File: config.mk
export PLATFORM = sky130hd
export DESIGN_NAME = accum_group
export DESIGN_NICKNAME = d
export VERILOG_FILES = /design/src/rtl/accum_group.sv
export SDC_FILE = /design/constraint.sdc
export NUM_CORES = 1
export LEC_CHECK = 0
export BUFFER_PORTS_ARGS = -buffer_cell sky130_fd_sc_hd__buf_2
export CAP_MARGIN = 0
export CORE_MARGIN = 3
export CORE_UTILIZATION = 45
export CTS_CLUSTER_SIZE = 30
export DETAILED_ROUTE_END_ITERATION = 10
export GPL_TIMING_DRIVEN = 0
export HOLD_SLACK_MARGIN = 0.06
export PLACE_DENSITY = 0.67
export SETUP_SLACK_MARGIN = 0.05
export SYNTH_ARGS = -nofsm -noshare
export SYNTH_HDL_FRONTEND = slang
export SYNTH_SLANG_ARGS = --single-unit
File: constraint.sdc
create_clock -name clk -period 3.6 [get_ports clk]
set_clock_uncertainty 0.15 [all_clocks]
set_input_delay 0 -clock clk [delete_from_list [all_inputs] [get_ports clk]]
set_output_delay 0 -clock clk [all_outputs]
set_load 0.03 [all_outputs]
File: src/rtl/accum_group.sv
// Group accumulator: sums a valid/ready stream into one result per group,
// with optional sign extension, saturation and running-sum output.
module accum_group #(
  parameter int W_DATA_IN    = 8,
  parameter int W_DATA_OUT   = 32,
  parameter int W_EOT        = 2,
  parameter int EOT_LVL      = 0,
  parameter int SIGNED       = 0,
  parameter int SATURATE     = 0,
  parameter int EMIT_PARTIAL = 0,
  parameter int W_CNT        = 16
) (
  input  logic                  clk,
  input  logic                  rst,
  input  logic                  din_valid,
  output logic                  din_ready,
  input  logic [W_DATA_IN-1:0]  din_data,
  input  logic [W_EOT-1:0]      din_eot,
  output logic                  dout_valid,
  input  logic                  dout_ready,
  output logic [W_DATA_OUT-1:0] dout_data,
  output logic [W_EOT-1:0]      dout_eot,
  output logic [W_CNT-1:0]      dout_count,
  output logic                  dout_ovf
);

  localparam int MSB = W_DATA_OUT - 1;

  logic [MSB:0]        acc;
  logic [MSB:0]        base;
  logic [MSB:0]        ext;
  logic [MSB:0]        res;
  logic [W_DATA_OUT:0] sum;
  logic [W_CNT-1:0]    cnt;
  logic [W_CNT-1:0]    cnt_n;
  logic                ovf;
  logic                ovf_n;
  logic                oflow;
  logic                first;
  logic                acc_en;
  logic                close;
  logic                emit;

  assign din_ready = rst && (!dout_valid || dout_ready);
  assign acc_en    = din_valid && din_ready;
  assign close     = din_eot[EOT_LVL];
  assign emit      = acc_en && (close || (EMIT_PARTIAL != 0));

  always_comb begin
    ext = '0;
    if ((SIGNED != 0) && din_data[W_DATA_IN-1])
      ext = '1;
    ext[W_DATA_IN-1:0] = din_data;
    base = first ? '0 : acc;
    sum  = {1'b0, base} + {1'b0, ext};
    if (SIGNED != 0)
      oflow = (base[MSB] == ext[MSB]) &&
              (sum[MSB] != base[MSB]);
    else
      oflow = sum[W_DATA_OUT];
    res = sum[MSB:0];
    // signed clamp direction follows the sign both operands shared
    if (oflow && (SATURATE != 0)) begin
      if (SIGNED == 0) begin
        res = '1;
      end else begin
        res      = base[MSB] ? '0 : '1;
        res[MSB] = base[MSB];
      end
    end
    if (first)
      cnt_n = W_CNT'(1);
    else if (&cnt)
      cnt_n = cnt;
    else
      cnt_n = cnt + W_CNT'(1);
    ovf_n = (!first && ovf) || oflow;
  end

  always_ff @(posedge clk) begin
    if (!rst) begin
      acc        <= '0;
      cnt        <= '0;
      ovf        <= 1'b0;
      first      <= 1'b1;
      dout_valid <= 1'b0;
      dout_data  <= '0;
      dout_eot   <= '0;
      dout_count <= '0;
      dout_ovf   <= 1'b0;
    end else begin
      if (acc_en) begin
        acc   <= res;
        cnt   <= cnt_n;
        ovf   <= ovf_n;
        first <= close;
      end
      if (emit) begin
        dout_valid <= 1'b1;
        dout_data  <= res;
        dout_eot   <= din_eot;
        dout_count <= cnt_n;
        dout_ovf   <= ovf_n;
      end else if (dout_ready) begin
        dout_valid <= 1'b0;
      end
    end
  end

endmodule

==> flow_summary_export.csv <==
group,metric,value,unit
sta,fmax,0.294,GHz
routing,drt_iter0_markers,390,
sta,worst_pin_slew,0.818,ns
synth,yosys_register_bits,102,
floorplan,core-area,0.0110,mm²
placed_design,dpl_cell_area,0.00569,mm²
routing,firstDrtPassIters,5,
cells_and_area,fin_util,0.556,
routing,ant_nets,0,
synth,synth-edff-count,0,
power,cellPowerDensity,377,mW/mm²
flow_run,max-cap-violations,0,
power,total_leakage_power,2.45,nW
worst_setup_path,cp.buffers_inverters,2,
floorplan,dieArea,0.0128,mm²
sta,final-hold-violation-count,0,
power,p_seq_frac,0.503,
power,p_int,1.71,mW
clock_network,clockBufferDepth,2,
power,ir_worst_vdd,339,µV
hold_path,min_to,"acc[7]$_SDFFE_PN0P_",
worst_setup_path,worst-path-stages,11,
clock_network,numClockSinks,102,
hold_path,min_from,"din_data[7]",
global_routing,grt_pass1_wl,24.5,mm
sta,max_slew_margin,0.452,
sta,drv_slew,0,
clock_network,cts_htree_levels,3,
routing,drc,0,
placed_design,place_congestion,0.964,
floorplan,rows,38,
worst_setup_path,worst_setup_path_start_kind,"register",
synth,yosysWarningCount,0,
synth,synthArstFlopShare,0,
clock_network,path_clk_slew,0.08,ns
worst_setup_path,path_max_fanout,19,
global_routing,grt_pass1_vias,4874,
sta,rsz0062_at_grt,"no",
worst_setup_path,rr_startpoint,"first$_SDFFE_PN1P_",
run_status,outcome,"finished, final reports clean",
floorplan,die_w,113,µm
floorplan,die_h,113,µm
hold_path,holdPathStages,4,
sta,min_period_over_period,0.945,
global_routing,grt_remaining_overflow,0,
cells_and_area,antenna_cells,0,
cells_and_area,final_area,0.00613,mm²
cells_and_area,area_growth,18.4,%
worst_setup_path,r2r_cells,11,
synth,seq_area_frac_synth,0.394,
worst_setup_path,crit_arrival,3.47,ns
hold_path,worstHoldPathType,"input port to register",
worst_setup_path,crit_slowest_cell,"dfxtp_1",
clock_network,cts_made_buffers,9,
synth,synth_area_per_cell,8.20,µm²
power,total_power,2.31,mW
cells_and_area,layout-drive-gt1-share,0.147,
routing,num_vias,5052,
synth,netlist_instances,632,
sta,setup_viol,0,
clock_network,cts_root_buf,"clkbuf_16",
floorplan,num_io_pins,67,
worst_setup_path,crit_family,"compound AO/OA/AOI/OAI gates",
synth,mappedNetlistArea,0.00518,mm²
worst_setup_path,critPathCaptureType,"register",
power,clkPwrFrac,0.403,
power,power.switching,0.600,mW
placed_design,io_buffers,66,
placed_design,place_hpwl,10.9,mm
power,sw_frac_of_total,0.260,
routing,routed_wl,15.4,mm
worst_setup_path,reg2reg_to,"dout_data[18]$_SDFFE_PN0P_",
floorplan,initial_core_util,0.470,
worst_setup_path,r2r_slack,0.20,ns
global_routing,grt_usage,0.243,
synth,ys.flop_type,"dfxtp_1",
worst_setup_path,max_stage_delay,0.43,ns
routing,viasPerCell,5.83,
synth,ys_types,65,
synth,synthesis.nets,656,
global_routing,grt_antenna_before_repair,0,
worst_setup_path,path_class,"register to register",
power,comb_power_share,0.094,
worst_setup_path,worstPathRequired,3.67,ns
global_routing,grt_max_degree,20,
clock_network,cts_tree,"built",
routing,avgRoutedWirePerCell,17.8,µm
worst_setup_path,cp_cell_sequence,"buf_4, clkbuf_8, nor2b_1, ha_1, fa_1, a21o_1, a221o_1, a21o_2, and3_2, xnor2_1, o21ai_0",
clock_network,clk_latency,0.36,ns
sta,fin_crit,3.40,ns
sta,hold-worst-slack,0.0947,ns
cells_and_area,fin_nets,745,
==> layout make-up <==
cell class / count / area, µm²
clock buffer: 11 / 243
timing repair buffer: 80 / 478
inverter: 10 / 37.5
tap: 140 / 175
sequential: 102 / 2040
buffer: 32 / 146
fill: 1045 / 4900
clock inverter: 5 / 35.0
multi-input combinational: 486 / 2970
==> metrics by stage <==
stage | TNS, ns | std cells | setup slack [ns]
after floorplan | 0 | 632 | 0.161
after global placement | -33.83 | 838 | -0.904
after detailed placement | -31.11 | 838 | -0.855
after CTS | 0 | 864 | 0.0517
after global routing | 0 | 866 | 0.0627
final | 0 | 866 | 0.198
==> synth_stat cells (6+ instances only) <==
| cell | instances | area (µm²) |
|---|---|---|
| o21ai_1 | 7 | 35.0 |
| nand2b_1 | 18 | 113 |
| a21oi_1 | 25 | 125 |
| clkbuf_1 | 27 | 101 |
| o21ai_0 | 63 | 315 |
| dfxtp_1 | 102 | 2040 |
| a21o_1 | 7 | 52.6 |
| o211ai_1 | 6 | 45.0 |
| nor2b_1 | 21 | 131 |
| nand4_1 | 9 | 56.3 |
| a22o_1 | 7 | 61.3 |
| nor2_1 | 29 | 109 |
| nand2_1 | 104 | 390 |
| xnor2_1 | 27 | 236 |
| ha_1 | 9 | 113 |
| and3_1 | 10 | 62.6 |
| a31oi_1 | 13 | 81.3 |
| inv_1 | 10 | 37.5 |
| nand3_1 | 38 | 190 |
| xor2_1 | 10 | 87.6 |
==> state kept, by name, indices dropped and copies added, names as in the netlist <==
name and cells:
acc 32, cnt 16, dout_count 16, dout_data 32
dout_eot 2, dout_ovf 1, dout_valid 1, first 1
ovf 1
==> power groups by stage <==
stage / Sequential, mW / Clock [mW] / Combinational, mW
2_1_floorplan: 1.20 / 0 / 0.113
3_3_place_gp: 1.19 / 0 / 0.199
3_5_place_dp: 1.19 / 0 / 0.201
4_1_cts: 1.16 / 0.953 / 0.213
5_1_grt: 1.16 / 0.988 / 0.237
6_report: 1.16 / 0.930 / 0.218
==> worst register-to-register path, cell delays in order, from the launching register on <==
cell	delay, ns
dfxtp_1	0.43
buf_4	0.28
clkbuf_8	0.27
nor2b_1	0.07
ha_1	0.21
fa_1	0.42
a21o_1	0.25
a221o_1	0.39
a21o_2	0.29
and3_2	0.26
xnor2_1	0.14
o21ai_0	0.08
==> layout by cell type (no fill, tap or decap), types with 4 or more instances in the layout <==
master         count
nor2b_1           21
o22ai_1            5
xnor2_1           27
a21o_1             7
o31ai_1            4
and4_1             4
o21ai_1            6
and2_1             5
buf_2             70
dlygate4sd3_1     12
a22o_1             7
clkbuf_16          9
nand4_1            9
a32o_1             5
nand3_1           38
inv_1             10
or3_1              4
nand2b_1          18
ha_1               9
and3_1            10
nor2_1            29
o21ai_0           63
xor2_1            10
a31oi_1           13
clkbuf_1          25
o211ai_1           6
a21oi_1           25
dfxtp_1          102
nand2_1          104
o21a_1             4
nand4b_1           4
==> cells by family (layout without fill, tap and decap cells) <==
logic type,Yosys count,count (layout),share of synthesized area
AO/OA/AOI/OAI,167,167,0.204
XOR/XNOR,37,37,0.0626
multiplexers,4,4,0.00797
AND/OR/NAND/NOR,268,268,0.271
flip-flops,102,102,0.394
adder cells (fa/ha/maj),10,10,0.0256
buffers and inverters,44,138,0.0345
==> layer usage <==
| metal | GRT usage | vias to the layer above | part of all wire |
|---|---|---|---|
| met4 | 0.0881 | 0 | 0.018 |
| met2 | 0.400 | 157 | 0.48 |
| li1 | - | 2439 | - |
| met3 | 0.0567 | 20 | 0.062 |
| met1 | 0.310 | 2436 | 0.44 |
| met5 | 0 | - | 0 |
==> how the worst max path moves through the flow <==
stage	start	endpoint	slack, ns
5_1_grt	first$_SDFFE_PN1P_	dout_data[18]$_SDFFE_PN0P_	0.06
3_3_place_gp	first$_SDFFE_PN1P_	acc[10]$_SDFFE_PN0P_	-0.90
6_report	first$_SDFFE_PN1P_	dout_data[18]$_SDFFE_PN0P_	0.20
4_1_cts	first$_SDFFE_PN1P_	acc[10]$_SDFFE_PN0P_	0.05
3_5_place_dp	first$_SDFFE_PN1P_	acc[10]$_SDFFE_PN0P_	-0.85
2_1_floorplan	first$_SDFFE_PN1P_	acc[18]$_SDFFE_PN0P_	0.16
==> timing repair <==
action	in CTS	in global routing
endpoints found under the hold margin	18	0
endpoints found under the setup margin	58	19
hold buffers	12	0
gates resized for setup	3	4
pin swaps	0	1
buffers inserted	0	2
Power figures use the tool's default switching activity.
